## src/rtl/led_frame_sched.sv

```systemverilog
// LED frame scheduler: refresh timer, trigger merge, pixel RAM to FIFO copy,
// serial sender handshake with acknowledge timeout.
module led_frame_sched #(
  parameter int LED_NUM     = 4,
  parameter int REFRESH_CNT = 150000,
  parameter int ADDR_W      = 8,
  parameter int ACK_TMO     = 64
) (
  input  logic              clk,
  input  logic              rst,
  input  logic              auto_en,
  input  logic              force_req,
  input  logic              clr_err,
  output logic              pix_rd,
  output logic [ADDR_W-1:0] pix_addr,
  input  logic [23:0]       pix_data,
  output logic              fifo_wr,
  output logic [23:0]       fifo_wdata,
  input  logic              fifo_full,
  output logic              tx_start,
  input  logic              tx_busy,
  output logic              busy,
  output logic [15:0]       frame_cnt,
  output logic              err_ovr,
  output logic              err_tmo
);

  localparam int TW = (REFRESH_CNT > 1) ? $clog2(REFRESH_CNT) : 1;
  localparam int KW = $clog2(ACK_TMO + 1);
  localparam logic [TW-1:0]     TMR_LAST = TW'(REFRESH_CNT - 1);
  localparam logic [KW-1:0]     TMO_LAST = KW'(ACK_TMO - 1);
  localparam logic [ADDR_W-1:0] IDX_LAST = ADDR_W'(LED_NUM - 1);

  typedef enum logic [2:0] {
    IDLE,
    FILL,
    START,
    WAIT_ACK,
    WAIT_DONE
  } state_t;

  state_t            state_q, state_d;
  logic [TW-1:0]     tmr;
  logic              tick;
  logic              trig;
  logic              pending;
  logic              pend_clr;
  logic              ovr_set;
  logic [ADDR_W-1:0] idx_q, idx_d;
  logic              wr_q, wr_d;
  logic [KW-1:0]     tmo_q, tmo_d;
  logic              tmo_set;
  logic              done;

  // Timer sits at zero while disabled so the first tick is a full period out.
  assign tick = auto_en && (tmr == TMR_LAST);

  always_ff @(posedge clk) begin
    if (rst) begin
      tmr <= '0;
    end else if (!auto_en || tick) begin
      tmr <= '0;
    end else begin
      tmr <= tmr + 1'b1;
    end
  end

  assign trig     = tick | force_req;
  assign pend_clr = (state_q == IDLE) && pending;
  assign ovr_set  = trig && pending && !pend_clr;

  always_ff @(posedge clk) begin
    if (rst) begin
      pending <= 1'b0;
    end else begin
      pending <= trig | (pending & ~pend_clr);
    end
  end

  always_ff @(posedge clk) begin
    if (rst) begin
      state_q <= IDLE;
      idx_q   <= '0;
      wr_q    <= 1'b0;
      tmo_q   <= '0;
    end else begin
      state_q <= state_d;
      idx_q   <= idx_d;
      wr_q    <= wr_d;
      tmo_q   <= tmo_d;
    end
  end

  // wr_q marks a RAM read issued last cycle; its write is never stalled.
  always_comb begin
    state_d  = state_q;
    idx_d    = idx_q;
    wr_d     = wr_q;
    tmo_d    = tmo_q;
    pix_rd   = 1'b0;
    fifo_wr  = 1'b0;
    tx_start = 1'b0;
    tmo_set  = 1'b0;
    done     = 1'b0;
    unique case (state_q)
      IDLE: begin
        if (pending) begin
          state_d = FILL;
          idx_d   = '0;
          wr_d    = 1'b0;
        end
      end
      FILL: begin
        if (wr_q) begin
          fifo_wr = 1'b1;
          wr_d    = 1'b0;
          idx_d   = idx_q + 1'b1;
          if (idx_q == IDX_LAST) begin
            state_d = START;
            idx_d   = '0;
          end
        end else if (!fifo_full) begin
          pix_rd = 1'b1;
          wr_d   = 1'b1;
        end
      end
      START: begin
        tx_start = 1'b1;
        tmo_d    = KW'(1);
        state_d  = WAIT_ACK;
      end
      WAIT_ACK: begin
        if (tx_busy) begin
          state_d = WAIT_DONE;
        end else if (tmo_q == TMO_LAST) begin
          tmo_set = 1'b1;
          state_d = IDLE;
        end else begin
          tmo_d = tmo_q + 1'b1;
        end
      end
      WAIT_DONE: begin
        if (!tx_busy) begin
          done    = 1'b1;
          state_d = IDLE;
        end
      end
      default: state_d = IDLE;
    endcase
  end

  assign pix_addr   = idx_q;
  assign fifo_wdata = fifo_wr ? pix_data : 24'd0;
  assign busy       = (state_q != IDLE);

  always_ff @(posedge clk) begin
    if (rst) begin
      frame_cnt <= '0;
    end else if (done) begin
      frame_cnt <= frame_cnt + 16'd1;
    end
  end

  // Set events take priority over a same-cycle clear.
  always_ff @(posedge clk) begin
    if (rst) begin
      err_ovr <= 1'b0;
      err_tmo <= 1'b0;
    end else begin
      if (ovr_set) begin
        err_ovr <= 1'b1;
      end else if (clr_err) begin
        err_ovr <= 1'b0;
      end
      if (tmo_set) begin
        err_tmo <= 1'b1;
      end else if (clr_err) begin
        err_tmo <= 1'b0;
      end
    end
  end

endmodule

```

## config.mk

```make
export PLATFORM = sky130hd
export DESIGN_NAME = led_frame_sched
export DESIGN_NICKNAME = d
export VERILOG_FILES = /design/src/rtl/led_frame_sched.sv
export SDC_FILE = /design/constraint.sdc
export NUM_CORES = 1
export LEC_CHECK = 0
export CAP_MARGIN = 20
export CORE_MARGIN = 1.5
export CORE_UTILIZATION = 47
export DETAILED_ROUTE_END_ITERATION = 12
export PLACE_DENSITY_LB_ADDON = 0.25
export SYNTH_ARGS = -nofsm -noshare
export SYNTH_HDL_FRONTEND = slang
export SYNTH_SLANG_ARGS = --single-unit
```

## constraint.sdc

```tcl
create_clock -name clk -period 2.2 [get_ports clk]
set_clock_uncertainty 0.15 [all_clocks]
set_input_delay 0.44 -clock clk [delete_from_list [all_inputs] [get_ports clk]]
set_output_delay 0.44 -clock clk [all_outputs]
set_load 0.01 [all_outputs]
```

After elaboration in Yosys (flattened, before gate mapping)
Index checks and enable logic that the tools add are counted.

Flip-flop bits (word level): 56. Input port bits: 31. Word-level logic and storage cells: 80.

Add/sub/neg operators: 4. Equality and inequality tests: 14. Multiplexer cells: 31. Bitwise operators: 4. Reduce and logical (&&, ||, !) cells: 18.

Operators with widths (number): two-way mux 24 bit (1); two-way mux 8 bit (3); adder 18 x 1 -> 18 bit, second input constant (1); equality test 18 bit, second input constant (1); two-way mux 3 bit (6); adder 16 x 1 -> 16 bit, second input constant (1); one-hot mux 8 bit (2 select lines) (1); two-way mux 1 bit (15); one-hot mux 3 bit (5 select lines) (1); two-way mux 7 bit (2); one-hot mux 7 bit (2 select lines) (1); != test 2 bit, second input constant (6); adder 8 x 1 -> 8 bit, second input constant (1); equality test 8 x 2 -> 1 bit, second input constant (1); nonzero test 2 bit (4); adder 7 x 1 -> 7 bit, second input constant (1); equality test 7 x 6 -> 1 bit, second input constant (1); equality test 3 x 2 -> 1 bit, second input constant (2); AND reduction 3 bit (2); AND reduction 5 bit (1); logical AND 1 bit (4); equality test 3 x 1 -> 1 bit, second input constant (1); equality test 3 bit, second input constant (1); zero test 3 bit (1); other kinds (10) (12).

Depth between registers and ports, before layout
Word-level depth: 6. Gate-level depth with buffers: 6. Depth with buffers taken out: 5.

Worst setup path after synthesis
OpenSTA, ideal clock, no wires.

Kind: register -> output. Start point: register state_q[1]. End point: output fifo_wdata[10]. Arrival: 1.379 ns. Setup slack: 0.231 ns. Stages on the path, launching flop included: 6. Buffers on the path: 2. Cell sequence: dfxtp_1 buf_2 nor2_1 and3_1 clkbuf_1 and2_1.

Word-level cells in the longest chain between the ends: 3.

RTL lines: from (decl) (RTL line 42) `state_t state_q, state_d;`; from (signal assigned) (RTL line 87) `state_q <= state_d;`; equality test 3 x 1 -> 1 bit (RTL line 105) `unique case (state_q)`; two-way mux 1 bit (RTL line 105); two-way mux 24 bit (RTL line 153) `assign fifo_wdata = fifo_wr ? pix_data : 24'd0;`; to (decl) (RTL line 18) `output logic [23:0] fifo_wdata,`.

No other way between the ends.

Worst setup path in the final report
Start point: register state_q[2]. End point: output busy.

Word-level cells in the longest chain between the ends: 1.

RTL lines: nonzero test 3 bit (RTL line 154) `assign busy = (state_q != IDLE);`; to (decl) (RTL line 22) `output logic busy,`.

No other way between the ends.

==> metrics.txt <==
outcome finished, final reports clean; detailed-route wire length per cell 13.32 um; Port Buffers 84; final-layout fill cell count 495; Int Pwr 1.545 mW; placed cell area 3845 sq um; top routing layer used met4; Post-Layout Inst Area 3941 sq um; number of top-level pins 85; setup repair after global routing missed its margin no; cell area after synthesis 2838 sq um; maximum capacitance violations 0; unique cell type count in the Yosys netlist 50; Inserted Clock Buffers 5; signal arrival time at the worst endpoint 1.54 ns; overall overflow remaining after global route 0; Top FF cell, synth sky130_fd_sc_hd__dfxtp_1; type of the setup path with the least slack flop to output port; final core utilization 66.96%; overall power 2.154 mW; hold endpoint tmo_q[6]; maximum number of pins on one net before global-route repair 30; Met2 Routed Length 3243 um; proportion of layout cells with a drive suffix above 1 9.324%; routed length on met1 2824 um; detailed router's first-iteration violation count 65; met3 WL 539 um; hold path start tmo_q[6]; clock latency reported for the late side of the worst-skew pair 0.31 ns; power per standard cell area 546.5 nW/um^2; CTS tree yes; clock period minus worst slack 2.134 ns; cell breakdown of the critical path buf_4 -> or3_4 -> dlygate4sd2_1; die height 80.70 um; post-synthesis to final-layout area growth 38.89%; Synth Register Bits 56; number of placement rows 28; type of element launching the critical path flop; class of the tightest hold or removal check flop to flop; Worst IR Drop VDD 454.1 uV; sequential element share of the synthesized area 39.51%; power share of the clock group 24.9%; clk sink count 56; maximum frequency from static timing analysis 0.4686 GHz; count of pins over their slew limit 0; syn nets 367; Data required, critical path 1.61 ns; mean post-synth cell area 8.547 sq um; clock edge transition at the registers on the reported setup and hold paths 0.10 ns; Crit-path slowest cell sky130_fd_sc_hd__or3_4; vias per cell 5.476; root buffer selected by CTS sky130_fd_sc_hd__clkbuf_8; synthesized instance count 332; detailed-route via count 2760; delay contributed by the slowest stage of the critical path 0.41 ns; Detail Route Antenna Nets 0; Async S/R FF share, synth 0%; Register-to-Register Setup Slack 0.18 ns; worst reg2reg endpoint frame_cnt[13]; Sw Pwr 0.6089 mW; via count of the first global-routing pass 2435; Warnings, synthesis 0; capturing element type of the critical path output port; Routability Congestion 0.8204; part of the power in registers 50.4%; Worst Hold Path Cells 2; number of flops mapped to enable cells by yosys 0; peak fanout along the critical path 9; post-cts hold buffer count 0; clk buf depth 2; length in cells of the worst reg-to-reg path 6; overall routing resource usage 20.68%; Layout Nets 464; Pre-antenna DRT Iters 4; CTS H-tree lvls 2; final period utilization 97.01%; first-pass GRT wire length 10770 um; floorplan core area 5886 sq um; Setup violations, final 0; hpwl dp 5005 um; total wire length after detailed routing 6715 um; total count of hold-check failures in the final report 0; slew margin rel. 60.79%; Worst Max-Slew Pin Slew 0.5802 ns; share of power burned in combinational logic 24.6%; Pleak 1.533 nW; Die Wd 80.70 um; post-detailed-route DRC marker count 0; number of antenna violations at the first check in global routing 0; switching share of power 28.27%; r2r startpoint state_q[0]; die area 6512 sq um; antenna cell count 0; Initial Utilization 48.21%
## layout by cell type, fill, tap and decap left out, types with 9 or more instances in the layout
master                            count
sky130_fd_sc_hd__dfxtp_1             56
sky130_fd_sc_hd__clkdlybuf4s50_1     56
sky130_fd_sc_hd__nor2_1              44
sky130_fd_sc_hd__and2_1              26
sky130_fd_sc_hd__xor2_1              26
sky130_fd_sc_hd__dlygate4sd2_1       25
sky130_fd_sc_hd__nand4_1             24
sky130_fd_sc_hd__buf_4               18
sky130_fd_sc_hd__nand2_1             15
sky130_fd_sc_hd__a21oi_1             15
sky130_fd_sc_hd__nand3_1             13
sky130_fd_sc_hd__xnor2_1              9
## worst max-delay path by stage
stage               startpoint        endpoint  slack, ns  cells after the start
floorplan           state_q[1]  fifo_wdata[10]       0.23                      5
global placement     fifo_full          pix_rd      -0.13                      3
detailed placement   fifo_full          pix_rd      -0.15                      3
CTS                 state_q[2]            busy       0.02                      3
global route        state_q[1]   fifo_wdata[6]     0.0003                      5
finish              state_q[2]            busy       0.07                      3
## Yosys cell counts (6+ instances only)
cell type,count,share of area [%]
sky130_fd_sc_hd__buf_2,6,1.1
sky130_fd_sc_hd__xor2_1,26,8.0
sky130_fd_sc_hd__clkbuf_1,8,1.1
sky130_fd_sc_hd__nand3_1,13,2.3
sky130_fd_sc_hd__dfxtp_1,56,40
sky130_fd_sc_hd__and3_1,8,1.8
sky130_fd_sc_hd__a21oi_1,15,2.6
sky130_fd_sc_hd__o21ai_0,6,1.1
sky130_fd_sc_hd__and2_1,26,5.7
sky130_fd_sc_hd__nand2_1,15,2.0
sky130_fd_sc_hd__nand4_1,24,5.3
sky130_fd_sc_hd__xnor2_1,9,2.8
sky130_fd_sc_hd__inv_1,7,0.93
sky130_fd_sc_hd__nor2_1,45,6.0
## final cells by class
type	count	area [sq um]	share of cell area, %
repair buffers	104	970.9	24.63
flip-flops and latches	56	1121	28.44
clock buffers	5	68.82	1.746
well taps	75	93.84	2.381
multi-input cells	255	1648	41.81
inverters	7	26.28	0.6667
clock inverters	2	12.51	0.3175
## state kept, by name (all words and copies together) (netlist names)
signal,flops
tmr,18
err_ovr,1
pending,1
frame_cnt,16
tmo_q,7
state_q,3
err_tmo,1
pix_addr,8
wr_q,1
## metrics by stage
step | instances | hold slack (ns) | setup TNS (ns) | setup slack (ns)
6_report | 504 | 0.3385 | 0 | 0.06588
5_1_grt | 504 | 0.3635 | 0 | 0.0003492
4_1_cts | 504 | 0.3367 | 0 | 0.02478
3_5_place_dp | 493 | 0.3221 | -0.3406 | -0.1490
3_3_place_gp | 493 | 0.2959 | -0.1923 | -0.1327
2_1_floorplan | 332 | 0.2795 | 0 | 0.2308
## critical path: cells and delay by family (launching register included)
| family | cells | cell delay, ns |
|---|---|---|
| simple gates | 1 | 0.41 |
| buf+inv | 2 | 0.47 |
| flops | 1 | 0.35 |
## repair_timing
item | 4_1_cts | 5_1_grt
buffers inserted | 4 | 0
pin swaps | 1 | 1
endpoints found under the setup margin | 28 | 26
resized for setup | 31 | 6
endpoints found under the hold margin | 0 | 0
## power groups by stage
stage          registers [mW]  logic, mW  clock network (mW)
4_1_cts                  1.09      0.517               0.553
5_1_grt                  1.09      0.585               0.593
3_3_place_gp             1.11      0.489                   0
6_report                 1.09      0.530               0.537
2_1_floorplan            1.11      0.253                   0
3_5_place_dp             1.11      0.497                   0
## metal layers
metal | GRT usage, % | up-vias
met1 | 24.41 | 1295
met4 | 7.931 | 0
met5 | 0 | -
met3 | 5.341 | 9
li1 | - | 1374
met2 | 35.80 | 82
## cell families (layout without fill, tap and decap cells)
group                      after synthesis  in the layout  share of synthesized area (%)
DFF                                     56             56                          39.51
xor gates and xnor gates                35             35                          10.80
AOI/OAI and AO/OA                       40             40                          9.304
adders and majority gates                4              4                          1.764
buffers and inverters                   21            118                          3.043
and+or+nand+nor                        173            173                          34.48
muxes                                    3              3                          1.102
Power figures use the tool's default switching activity.
